## src/rtl/cordic_pkg.sv

```systemverilog
// Shared CORDIC types and constants: coordinate-system encoding, iteration
// index width and the hyperbolic repeat-iteration set.
package cordic_pkg;

  typedef enum logic [1:0] {
    CIRC = 2'b00,
    LIN  = 2'b01,
    RSVD = 2'b10,
    HYP  = 2'b11
  } coord_sys_e;

  localparam int unsigned CORDIC_IDX_W = 6;
  localparam int unsigned HYP_REPEAT_N = 3;

  // Entry [0] is the first repeat taken in a hyperbolic run.
  localparam logic [HYP_REPEAT_N-1:0][CORDIC_IDX_W-1:0] HYP_REPEAT_IDX =
    {6'd40, 6'd13, 6'd4};

endpackage

```

## src/rtl/hyp_repeat_detect.sv

```systemverilog
// Combinational match of an iteration index against the hyperbolic repeat set.
// en gates the match so the caller can disable repeats without dangling logic.
module hyp_repeat_detect
  import cordic_pkg::*;
(
  input  logic                    en,
  input  logic [CORDIC_IDX_W-1:0] idx,
  output logic                    hit
);

  always_comb begin
    hit = 1'b0;
    for (int i = 0; i < int'(HYP_REPEAT_N); i++) begin
      if (idx == HYP_REPEAT_IDX[i]) hit = 1'b1;
    end
    hit = hit & en;
  end

endmodule

```

## src/rtl/counter_mod.sv

```systemverilog
// CORDIC iteration sequencer: emits the per-cycle iteration index and, in
// hyperbolic mode, repeats indices 4/13/40 once (COUNTER_MOD_HYP_REPEAT_EN).
module counter_mod
  import cordic_pkg::*;
#(
  parameter int unsigned ITER_LAST = 15
) (
  input  logic                    clk,
  input  logic                    rst,
  input  logic [1:0]              coordinate_system_in,
  input  logic                    en,
  output logic [CORDIC_IDX_W-1:0] out
);

  localparam logic [CORDIC_IDX_W-1:0] LAST = CORDIC_IDX_W'(ITER_LAST);

  logic [CORDIC_IDX_W-1:0] q, q_d;
  logic [1:0]              r;
  logic                    del;
  logic                    h;
  logic                    rep_en;
  logic                    rep_hit;
  logic                    pending;
  logic                    sat;
  logic                    adv;

  assign h   = (coord_sys_e'(coordinate_system_in) == HYP);
  assign out = q + CORDIC_IDX_W'(h) - CORDIC_IDX_W'(r);

`ifdef COUNTER_MOD_HYP_REPEAT_EN
  assign rep_en = h;
`else
  assign rep_en = 1'b0;
`endif

  hyp_repeat_detect u_rep (
    .en  (rep_en),
    .idx (out),
    .hit (rep_hit)
  );

  assign pending = rep_hit & ~del;
  // >= rather than == keeps the block parked if a mode change lifts out past the end.
  assign sat     = (out >= LAST) & ~pending;
  assign adv     = en & ~sat;
  assign q_d     = adv ? q + 1'b1 : q;

  always_ff @(posedge clk or negedge rst) begin
    if (!rst) q <= '0;
    else      q <= q_d;
  end

`ifdef COUNTER_MOD_HYP_REPEAT_EN
  logic [1:0] r_d;
  logic       del_d;

  always_comb begin
    r_d   = r;
    del_d = del;
    if (adv) begin
      if (pending) begin
        r_d   = r + 2'd1;
        del_d = 1'b1;
      end else begin
        del_d = 1'b0;
      end
    end
  end

  always_ff @(posedge clk or negedge rst) begin
    if (!rst) begin
      r   <= '0;
      del <= 1'b0;
    end else begin
      r   <= r_d;
      del <= del_d;
    end
  end
`else
  assign r   = 2'd0;
  assign del = 1'b0;
`endif

endmodule

```

## config.mk

```make
export PLATFORM = sky130hd
export DESIGN_NAME = counter_mod
export DESIGN_NICKNAME = d
export VERILOG_FILES = /design/src/rtl/cordic_pkg.sv /design/src/rtl/hyp_repeat_detect.sv /design/src/rtl/counter_mod.sv
export SDC_FILE = /design/constraint.sdc
export NUM_CORES = 1
export LEC_CHECK = 0
export ABC_AREA = 1
export ABC_CLOCK_PERIOD_IN_PS = 5620
export CAP_MARGIN = 20
export CORE_AREA = 2 2 39 41
export CTS_BUF_LIST = sky130_fd_sc_hd__clkbuf_2 sky130_fd_sc_hd__clkbuf_4 sky130_fd_sc_hd__clkbuf_8
export DETAILED_ROUTE_END_ITERATION = 10
export DIE_AREA = 0 0 41 43
export PLACE_DENSITY = 0.69
export SLEW_MARGIN = 25
export SYNTH_ARGS = -nofsm -noshare
export SYNTH_HDL_FRONTEND = slang
export SYNTH_SLANG_ARGS = --single-unit
export TNS_END_PERCENT = 10
```

## constraint.sdc

```tcl
create_clock -name clk -period 5.62 [get_ports clk]
set_clock_uncertainty 0.1 [all_clocks]
set_input_delay 1.686 -clock clk [delete_from_list [all_inputs] [get_ports clk]]
set_output_delay 1.686 -clock clk [all_outputs]
set_load 0.05 [all_outputs]
```

# After elaboration in Yosys (flattened, before gate mapping)

Cells that the tools add are included.

Add/subtract/negate cells: 2
Magnitude comparators: 1
Eq/ne operators: 1
Bitwise gates (word level): 2

Operator list:

| cell                                                              | number |
|---|---|
| adder 6 x 1 -> 6 bit                                              | 1 |
| adder 6 x 1 -> 6 bit, second input constant                       | 1 |
| greater-or-equal comparator 6 x 4 -> 1 bit, second input constant | 1 |
| == test 2 bit, second input constant                              | 1 |
| AND 1 bit                                                         | 1 |
| NOT 1 bit                                                         | 1 |

Register bits: 6
Bits of input ports: 5
Output and inout bits: 6
Logic and storage cells: 7

# Longest topological paths before layout

Word-level depth: 5
Gate-level depth with buffers: 12
Depth with buffers taken out: 12

# Hierarchy

Synthesis repeated with hierarchy kept, for this count alone.

Cell total of the unflattened synthesis: 83
Area total of the unflattened synthesis: 551.8 sq um

Modules (own cells, without submodules):

| module            | times used | cells each | area an instance (sq um) | seq. area each (sq um) |
|---|---|---|---|---|
| counter_mod       | 1          | 68         | 494.2                    | 150.1 |
| hyp_repeat_detect | 1          | 15         | 57.6                     | 0.0 |

# Worst setup path before layout

OpenSTA, ideal clock, no wires.

Kind: input port to output port
Start: input port coordinate_system_in[0]
End: output port out[4]
Data arrival time: 2.700 ns
Data required time: 3.834 ns
Path slack: 1.134 ns
Stages: 7
Path buffers: 0
Cells stage by stage: nand2_1 inv_1 ha_1 ha_1 nand3_1 nand2_1 nand2_1

Cells in the longest elaborated chain, start to end: 2

RTL lines:

| element              | RTL line          | text |
|---|---|---|
| start, declared      | counter_mod.sv:10 | `input logic [1:0] coordinate_system_in,` |
| == test 2 bit        | counter_mod.sv:27 | `assign h = (coord_sys_e'(coordinate_system_in) == HYP);` |
| adder 6 x 1 -> 6 bit | counter_mod.sv:28 | `assign out = q + CORDIC_IDX_W'(h) - CORDIC_IDX_W'(r);` |
| end, declared        | counter_mod.sv:12 | `output logic [CORDIC_IDX_W-1:0] out` |

Every way passes these cells.

# Worst setup path in the final report

Start: input port coordinate_system_in[0]
End: output port out[0]

The elaborated chain is that of the path after synthesis.

==> flow_metrics.env <==
export IMPL_regArea_um2=150
export IMPL_drc_errors=0
export IMPL_clock_latency_ns=0.24
export IMPL_wirelength_um=1030
export IMPL_numCtsBuffers=3
export IMPL_wire_per_inst_um=10.0
export IMPL_slew_headroom=0.672
export IMPL_clkPwrFrac=0.115
export IMPL_cts_sinks=6
export IMPL_tritoncts="yes"
export IMPL_cts_max_path_buffers=2
export IMPL_start_kind="input pin"
export IMPL_period_needed_ns=5.06
export IMPL_drtPass1Iterations=3
export IMPL_final_antenna_net_count=0
export IMPL_synthCells=76
export IMPL_finalCoreUtilization=0.476
export IMPL_post_cts_setup_buffers=0
export IMPL_drv_cap=0
export IMPL_p_int_mw=0.153
export IMPL_combPwrFrac=0.606
export IMPL_ir_worst_vdd_v=0.000232
export IMPL_arrival_ns=3.27
export IMPL_critPathCaptureType="output port"
export IMPL_fill_cells=150
export IMPL_viasPerCell=4.97
export IMPL_reg_top3="q x6"
export IMPL_synth_seq_cells=6
export IMPL_worst_pin_slew_ns=0.490
export IMPL_p_switching_mw=0.180
export IMPL_swShare=0.540
export IMPL_cpPeakStageDelay_ns=0.80
export IMPL_path_class="in -> out"
export IMPL_place_hpwl_um=796
export IMPL_grt_max_degree=13
export IMPL_fp_dieArea_mm2=0.00176
export IMPL_synth_seq_area_share=0.276
export IMPL_rsz0062_at_grt="false"
export IMPL_die_w_um=41
export IMPL_rows=14
export IMPL_required_ns=3.83
export IMPL_grt_overflow_total=0
export IMPL_fin_crit_sh=0.900
export IMPL_synth_area_per_cell_um2=7.16
export IMPL_setup_violations=0
export IMPL_syn2layout_area_growth_pct=20.9
export IMPL_top_register="q"
export IMPL_n_antenna_cell=0
export IMPL_drive_above_1_share=0.195
export IMPL_power_per_cell_area_mw_per_mm2=507
export IMPL_slew_violations=0
export IMPL_syn_num_nets=84
export IMPL_grt_pass1_vias=445
export IMPL_fmax_mhz=198
export IMPL_gp_congestion=0.727
export IMPL_ctsHoldBuffers=0
export IMPL_ctsResizeCount=0
export IMPL_root_buffer="clkbuf_4"
export IMPL_final_nets=97
export IMPL_fp_dieH_um=43
export IMPL_synth_warnings=0
export IMPL_seqPwrFrac=0.279
export IMPL_largest_register_ffs=6
export IMPL_syn_cell_area_um2=544
export IMPL_drt_iter0_drc=7
export IMPL_grt_pass1_wl_um=1710
export IMPL_cp_cell_sequence="clkdlybuf4s50_1 > nand2_1 > inv_1 > ha_1 > clkdlybuf4s50_1"
export IMPL_critPathMaxFanout=2
export IMPL_track_usage=0.142
export IMPL_setup_tns_final_ns=0
export IMPL_io_pins=11
export IMPL_ys_types=18
export IMPL_htree_levels=1
export IMPL_cp_common_cell="clkdlybuf4s50_1"
export IMPL_multi_input_area_um2=337
export IMPL_run_status="finished, final reports clean"
export IMPL_start_util=0.393
export IMPL_p_leak_nw=0.355
export IMPL_cts_clk_slew_worst_paths_ns=0.04
export IMPL_core_region_area_mm2=0.00138
export IMPL_cp_slowest_cell="clkdlybuf4s50_1"
export IMPL_portBuffers=10
export IMPL_worstHoldPathType="reg -> reg"
export IMPL_hold_violations=0
export IMPL_antenna_found_initial=0
export IMPL_vias=512
[layout by cell type, fill, tap and decap left out]
cell / instances
nand3_1: 5
o21bai_2: 1
clkdlybuf4s50_1: 5
buf_4: 5
nand3_2: 2
nor2_2: 1
nand2_4: 1
nand3_4: 1
nand2_2: 1
xor2_1: 4
dfrtp_1: 6
nand2_1: 25
clkbuf_4: 3
nand3b_1: 1
inv_2: 2
ha_1: 3
inv_1: 9
nor2_1: 4
nand4_1: 8
[power by group through the flow]
stage	combinational [mW]	clock, mW	sequential, mW
5_1_grt	0.220	0.0439	0.0974
3_3_place_gp	0.201	0	0.0937
6_report	0.202	0.0384	0.0930
3_5_place_dp	0.203	0	0.0926
2_1_floorplan	0.178	0	0.0754
4_1_cts	0.204	0.0407	0.0923
[cells in the mapped netlist]
cell type   n  area (um^2)
nand3_4     1         17.5
nand3_1     5         25.0
dfrtp_1     6          150
nand4_1     8         50.1
nand2_1    25         93.8
ha_1        3         37.5
nand3_2     2         20.0
nand2_4     1         11.3
nor2_2      1         6.26
xor2_1      4         35.0
nand3b_1    1         7.51
inv_1       9         33.8
inv_2       2         7.51
buf_6       1         11.3
o21bai_2    1         11.3
nand2_2     1         6.26
nor2_1      4         15.0
buf_2       1         5.00
[layout make-up]
type	count	area share
Tap cell	16	0.0304
Clock buffer	3	0.0342
Timing Repair Buffer	10	0.133
Multi-Input combinational cell	57	0.511
Sequential cell	6	0.228
Inverter	11	0.0627
[path summary, 6_finish.rpt]
kind,cells after the start,endpoint,slack [ns],startpoint
worst min-delay path,2,q[4],0.43,q[4]
min in group asynchronous,1,q[3],1.58,rst
worst max-delay path,5,out[0],0.56,coordinate_system_in[0]
worst max register to register,10,q[2],3.83,q[0]
max in group asynchronous,1,q[1],3.63,rst
worst min register to register,2,q[4],0.43,q[4]
[routing by layer]
| metal | track usage | part of all wire | vias up |
|---|---|---|---|
| met5 | 0 | 0 | - |
| li1 | - | - | 271 |
| met3 | 0.0471 | 0.033 | 0 |
| met1 | 0.179 | 0.45 | 233 |
| met4 | 0.0400 | 0 | 0 |
| met2 | 0.222 | 0.52 | 8 |
[critical path, delay by kind of cell]
family	cells	cell delay, ns
fa+ha+maj	1	0.28
buf+inv	3	1.25
simple gates	1	0.07
[cells by family after synthesis]
kind of cell               count (synthesis)  share of synthesized area
and+or+nand+nor                           49                      0.464
buffers and inverters                     13                      0.106
DFF                                        6                      0.276
xor gates and xnor gates                   4                     0.0644
adders and majority gates                  3                     0.0690
AOI/OAI and AO/OA                          1                     0.0207
[per-stage QoR]
| step | setup WS (ns) | hold slack [ns] | total power, mW | area, um^2 | cells |
|---|---|---|---|---|---|
| floorplan | 1.13 | 0.384 | 0.253 | 544 | 76 |
| global placement | 0.590 | 0.422 | 0.295 | 636 | 100 |
| detailed placement | 0.557 | 0.424 | 0.296 | 636 | 100 |
| CTS | 0.553 | 0.435 | 0.337 | 658 | 103 |
| global route | 0.521 | 0.459 | 0.362 | 658 | 103 |
| finish | 0.561 | 0.435 | 0.333 | 658 | 103 |
Power figures use the tool's default switching activity.
